### config.mk
export PLATFORM = sky130hd
export DESIGN_NAME = sign_mag_addsub_pipe
export DESIGN_NICKNAME = d
export VERILOG_FILES = /design/src/rtl/sign_mag_addsub_pipe.sv
export SDC_FILE = /design/constraint.sdc
export NUM_CORES = 1
export LEC_CHECK = 0
export CAP_MARGIN = 40
export CORE_MARGIN = 2
export CORE_UTILIZATION = 45
export DETAILED_ROUTE_END_ITERATION = 7
export GPL_ROUTABILITY_DRIVEN = 0
export GPL_TIMING_DRIVEN = 1
export PLACE_DENSITY = 0.79
export REMOVE_ABC_BUFFERS = 1
export SYNTH_ARGS = -nofsm -noshare
export SYNTH_HDL_FRONTEND = slang
export SYNTH_SLANG_ARGS = --single-unit
export TNS_END_PERCENT = 10
### constraint.sdc
create_clock -name clk -period 2.8 [get_ports clk]
set_clock_uncertainty 0.15 [all_clocks]
set_input_delay 0.28 -clock clk [delete_from_list [all_inputs] [get_ports clk]]
set_output_delay 0.28 -clock clk [all_outputs]
set_load 0.005 [all_outputs]
### src/rtl/sign_mag_addsub_pipe.sv
// Two-stage pipelined sign-magnitude adder/subtractor with valid/ready on both sides.
// Define SMA_CNT_EN to add the 16-bit done_cnt completed-result counter port.
module sign_mag_addsub_pipe #(
  parameter int unsigned W = 8
) (
  input  logic         clk,
  input  logic         rst_n,
  input  logic         in_valid,
  output logic         in_ready,
  input  logic [W-1:0] a,
  input  logic [W-1:0] b,
  input  logic         sub,
  output logic         out_valid,
  input  logic         out_ready,
  output logic [W:0]   sum,
  output logic         zero
`ifdef SMA_CNT_EN
  ,
  output logic [15:0]  done_cnt
`endif
);

  logic         sa, sb, a_ge;
  logic [W-2:0] ma, mb;
  logic         s1_load, s2_load;

  logic         v1_q, eff_add_q, sign1_q;
  logic [W-2:0] big_q, small_q;
  logic         eff_add_d, sign1_d;
  logic [W-2:0] big_d, small_d;

  logic         v2_q, zero_q, zero_d;
  logic [W:0]   sum_q, sum_d;
  logic [W-1:0] mag_d;

  assign sa   = a[W-1];
  assign sb   = b[W-1] ^ sub;
  assign ma   = a[W-2:0];
  assign mb   = b[W-2:0];
  assign a_ge = (ma >= mb);

  // S2 frees up when empty or being drained; S1 may then shift into it.
  assign s2_load  = !v2_q || out_ready;
  assign s1_load  = !v1_q || s2_load;
  assign in_ready = s1_load;

  always_comb begin
    eff_add_d = (sa == sb);
    big_d     = a_ge ? ma : mb;
    small_d   = a_ge ? mb : ma;
    sign1_d   = (eff_add_d || a_ge) ? sa : sb;
  end

  always_comb begin
    mag_d = '0;
    if (eff_add_q) begin
      mag_d = {1'b0, big_q} + {1'b0, small_q};
    end else begin
      mag_d = {1'b0, big_q - small_q};
    end
    zero_d = (mag_d == '0);
    // Canonical zero: never emit a negative zero.
    sum_d  = {(zero_d ? 1'b0 : sign1_q), mag_d};
  end

  always_ff @(posedge clk or negedge rst_n) begin
    if (!rst_n) begin
      v1_q      <= 1'b0;
      eff_add_q <= 1'b0;
      sign1_q   <= 1'b0;
      big_q     <= '0;
      small_q   <= '0;
    end else if (s1_load) begin
      v1_q <= in_valid;
      if (in_valid) begin
        eff_add_q <= eff_add_d;
        sign1_q   <= sign1_d;
        big_q     <= big_d;
        small_q   <= small_d;
      end
    end
  end

  always_ff @(posedge clk or negedge rst_n) begin
    if (!rst_n) begin
      v2_q   <= 1'b0;
      sum_q  <= '0;
      zero_q <= 1'b0;
    end else if (s2_load) begin
      v2_q <= v1_q;
      if (v1_q) begin
        sum_q  <= sum_d;
        zero_q <= zero_d;
      end
    end
  end

  assign out_valid = v2_q;
  assign sum       = sum_q;
  assign zero      = zero_q;

`ifdef SMA_CNT_EN
  logic [15:0] cnt_q;

  always_ff @(posedge clk or negedge rst_n) begin
    if (!rst_n) begin
      cnt_q <= 16'd0;
    end else if (v2_q && out_ready) begin
      cnt_q <= cnt_q + 16'd1;
    end
  end

  assign done_cnt = cnt_q;
`endif

endmodule

==> qor.csv <==
metric,value,unit
outcome,"complete, no violations",
die boundary width,69.25,µm
Yosys warning count,0,
worst hold-check path type,in2async,
post-synth cell types,41,
flip-flop and latch count after synthesis,28,
ratio of cells with drive above 1 in the final layout,7.660,%
total die area,4795,µm²
power density normalized to cell area,631.2,nW/µm²
starting utilization of the core area,47.21,%
placed wire-length estimate,2.811,mm
via density per instance,5.305,
area of the placeable core,4058,µm²
fin crit period,2.625,ns
area of combinational cells with multiple inputs,1124,µm²
post-synthesis instance area,1916,µm²
part of the Yosys area used for sequential elements,36.58,%
required time at the worst-slack endpoint,2.82,ns
antenna violations before repair,0,
Post-Syn Area per Cell,9.530,µm²
first-pass GRT wire length,6.403,mm
standard-cell rows,23,
Crit Path Category,reg2reg,
area growth from synthesis to layout,23.38,%
Max Cap Viol,0,
Clock transition at path regs,0.09,ns
DRT Pass-1 Iters,4,
unrepaired setup endpoints after global routing,false,
Max Freq,381.0,MHz
wire length per cell,12.27,µm
Residual DRC,0,
Die Y,69.25,µm
"Top FF cell, synth",sky130_fd_sc_hd__dfrtp_1,
ys async rst share,100.0,%
final max-slew violation count,0,
ANT cells,0,
Least-Margin Pin Slew,0.8509,ns
"Period Utilization, post-route",93.73,%
number of clock buffers inserted by TritonCTS,3,
library cell used as clock root buffer,sky130_fd_sc_hd__clkbuf_8,
capture point of the worst path,zero,
number of buffers inserted to repair setup after CTS,0,
largest net degree at the start of global routing,33,
"area leader, netlist",sky130_fd_sc_hd__dfrtp_1,
endpoint kind of the worst setup timing path,flop,
Power Total,0.001492,W
largest driver fanout on the critical path,3,
"wirelength, routed",3.497,mm
DRT iter0 DRCs,32,
final antenna-violating net count,0,
number of failing hold endpoints at the final stage,0,
count of flip-flops with a built-in enable after synthesis,0,
nets@finish,279,
post-synth top area share,36.58,%
post-CTS resize count,0,
cells after synthesis,201,
H-Tree Level Count,1,
clock insertion delay at the later pin of the skew report,0.28,ns
largest voltage drop on the vdd net,0.2316,mV
cell count of the worst reg-to-reg path,10,
Sum Neg Setup Slack,0,ns
critical path arrival,2.65,ns
launch point of the worst path,big_q[0],
post-route worst hold slack,0.2150,ns
endpoint of the worst-slack reg-to-reg timing path,zero,
Sink Count,28,
CTS tree,built,
number of buffers on the longest clock path,2,
aggregate global-route resource usage,16.26,%
Worst R2R Setup Slack,0.18,ns
number of failing setup endpoints in the final timing report,0,
area taken by flip-flops and latches,700.7,µm²
relative slew slack,43.13,%
via count,1512,
Port Buffers,32,
largest cells by area after synthesis,"sky130_fd_sc_hd__dfrtp_1, sky130_fd_sc_hd__ha_1, sky130_fd_sc_hd__mux2i_1",
origin of the critical flop-to-flop path,big_q[0],
count of fill cells added during filler insertion,389,
leakage power figure,1.116,nW
number of top-level pins,33,
hold buffer count at cts,0,
crit path launch type,flop,
number of global-route vias before repair,1416,
overall overflow remaining after global route,0,
synthesized netlist by cell type, types with 2 or more instances:
library cell                count
sky130_fd_sc_hd__nor2_1         5
sky130_fd_sc_hd__a21o_1         4
sky130_fd_sc_hd__ha_1          20
sky130_fd_sc_hd__xnor2_1        3
sky130_fd_sc_hd__xor2_1         4
sky130_fd_sc_hd__fa_1           2
sky130_fd_sc_hd__o211ai_1       2
sky130_fd_sc_hd__a31oi_1        2
sky130_fd_sc_hd__nand2_1       28
sky130_fd_sc_hd__nor3_1         2
sky130_fd_sc_hd__clkbuf_1       4
sky130_fd_sc_hd__nand3_1        2
sky130_fd_sc_hd__o21ai_0       23
sky130_fd_sc_hd__nand2b_1       6
sky130_fd_sc_hd__inv_1         17
sky130_fd_sc_hd__mux2i_1       17
sky130_fd_sc_hd__a21oi_1        4
sky130_fd_sc_hd__dfrtp_1       28
sky130_fd_sc_hd__nor2b_1        3
sky130_fd_sc_hd__a2111oi_2      2
sky130_fd_sc_hd__o21ai_2        2
sky130_fd_sc_hd__o2111ai_1      2
stage by stage:
stage,area (µm²),instances,setup WS [ns],utilization [%]
6_report,2364,285,0.1755,58.25
5_1_grt,2364,285,0.05545,58.25
4_1_cts,2364,285,0.1766,58.25
3_5_place_dp,2308,281,0.1257,56.89
3_3_place_gp,2293,280,0.04529,56.52
2_1_floorplan,1888,195,0.3982,-
sequential cells by signal, indices dropped and copies added, names as in the netlist:
register and count:
small_q 7, sum 9, big_q 7, eff_add_q 1
v1_q 1, sign1_q 1, out_valid 1, zero 1
final cells by class:
type,count,share of cell area [%]
clock buffers,4,2.329
inverters,17,2.700
multi-input cells,150,47.54
flip-flops and latches,28,29.65
well taps,50,2.647
repair buffers,36,15.14
worst max-delay path: stages, from the launching register on:
cell and delay [ns]:
sky130_fd_sc_hd__dfrtp_1 0.41, sky130_fd_sc_hd__inv_1 0.07, sky130_fd_sc_hd__ha_1 0.16, sky130_fd_sc_hd__inv_1 0.05
sky130_fd_sc_hd__fa_1 0.41, sky130_fd_sc_hd__a211oi_2 0.25, sky130_fd_sc_hd__nor2_1 0.10, sky130_fd_sc_hd__a2111oi_2 0.39
sky130_fd_sc_hd__a2111oi_2 0.07, sky130_fd_sc_hd__xor2_1 0.19, sky130_fd_sc_hd__a32o_1 0.25
worst min-delay path by stage:
stage / end / slack, ns
after floorplan: big_q[0] / -0.17
after global placement: sum[0] / 0.31
after detailed placement: sum[0] / 0.32
after CTS: out_valid / 0.23
after global routing: out_valid / 0.24
final: out_valid / 0.21
per-layer routing:
metal	GRT usage [%]	routed length, µm	vias to the layer above
met3	1.453	129	5
met1	22.60	1680	694
met2	25.85	1613	42
met4	7.190	73	0
li1	-	-	771
met5	0	0	-
report_power, final:
part	switching, W	total [W]	internal, W	leakage (nW)
sequential	0.0000756	0.000576	0.000500	0.342
combinational	0.000313	0.000663	0.000349	0.745
clock	0.000127	0.000253	0.000126	0.0288
total	0.000516	0.00149	0.000976	1.12
cells in the final DEF (no fill, tap or decap), drive strengths merged, types with 3 or more instances in the layout:
cell type / Yosys / routed
xnor2: 3 / 3
nor2: 5 / 5
inv: 17 / 17
mux2i: 17 / 17
o21ai: 26 / 26
ha: 20 / 20
dfrtp: 28 / 28
nor2b: 4 / 4
buf: 2 / 4
clkbuf: 4 / 4
xor2: 4 / 4
nand2b: 6 / 6
a21o: 4 / 4
nand2: 28 / 28
a21oi: 5 / 5
clkdlybuf4s50: 0 / 32
logic make-up after synthesis:
group	share of synthesized area [%]
AND/OR/NAND/NOR	13.52
AO/OA/AOI/OAI	17.90
flip-flops	36.58
buffers and inverters	4.768
adder cells (fa/ha/maj)	15.15
multiplexers	8.883
XOR/XNOR	3.201
Note: power is estimated with default switching activity, not from simulation.
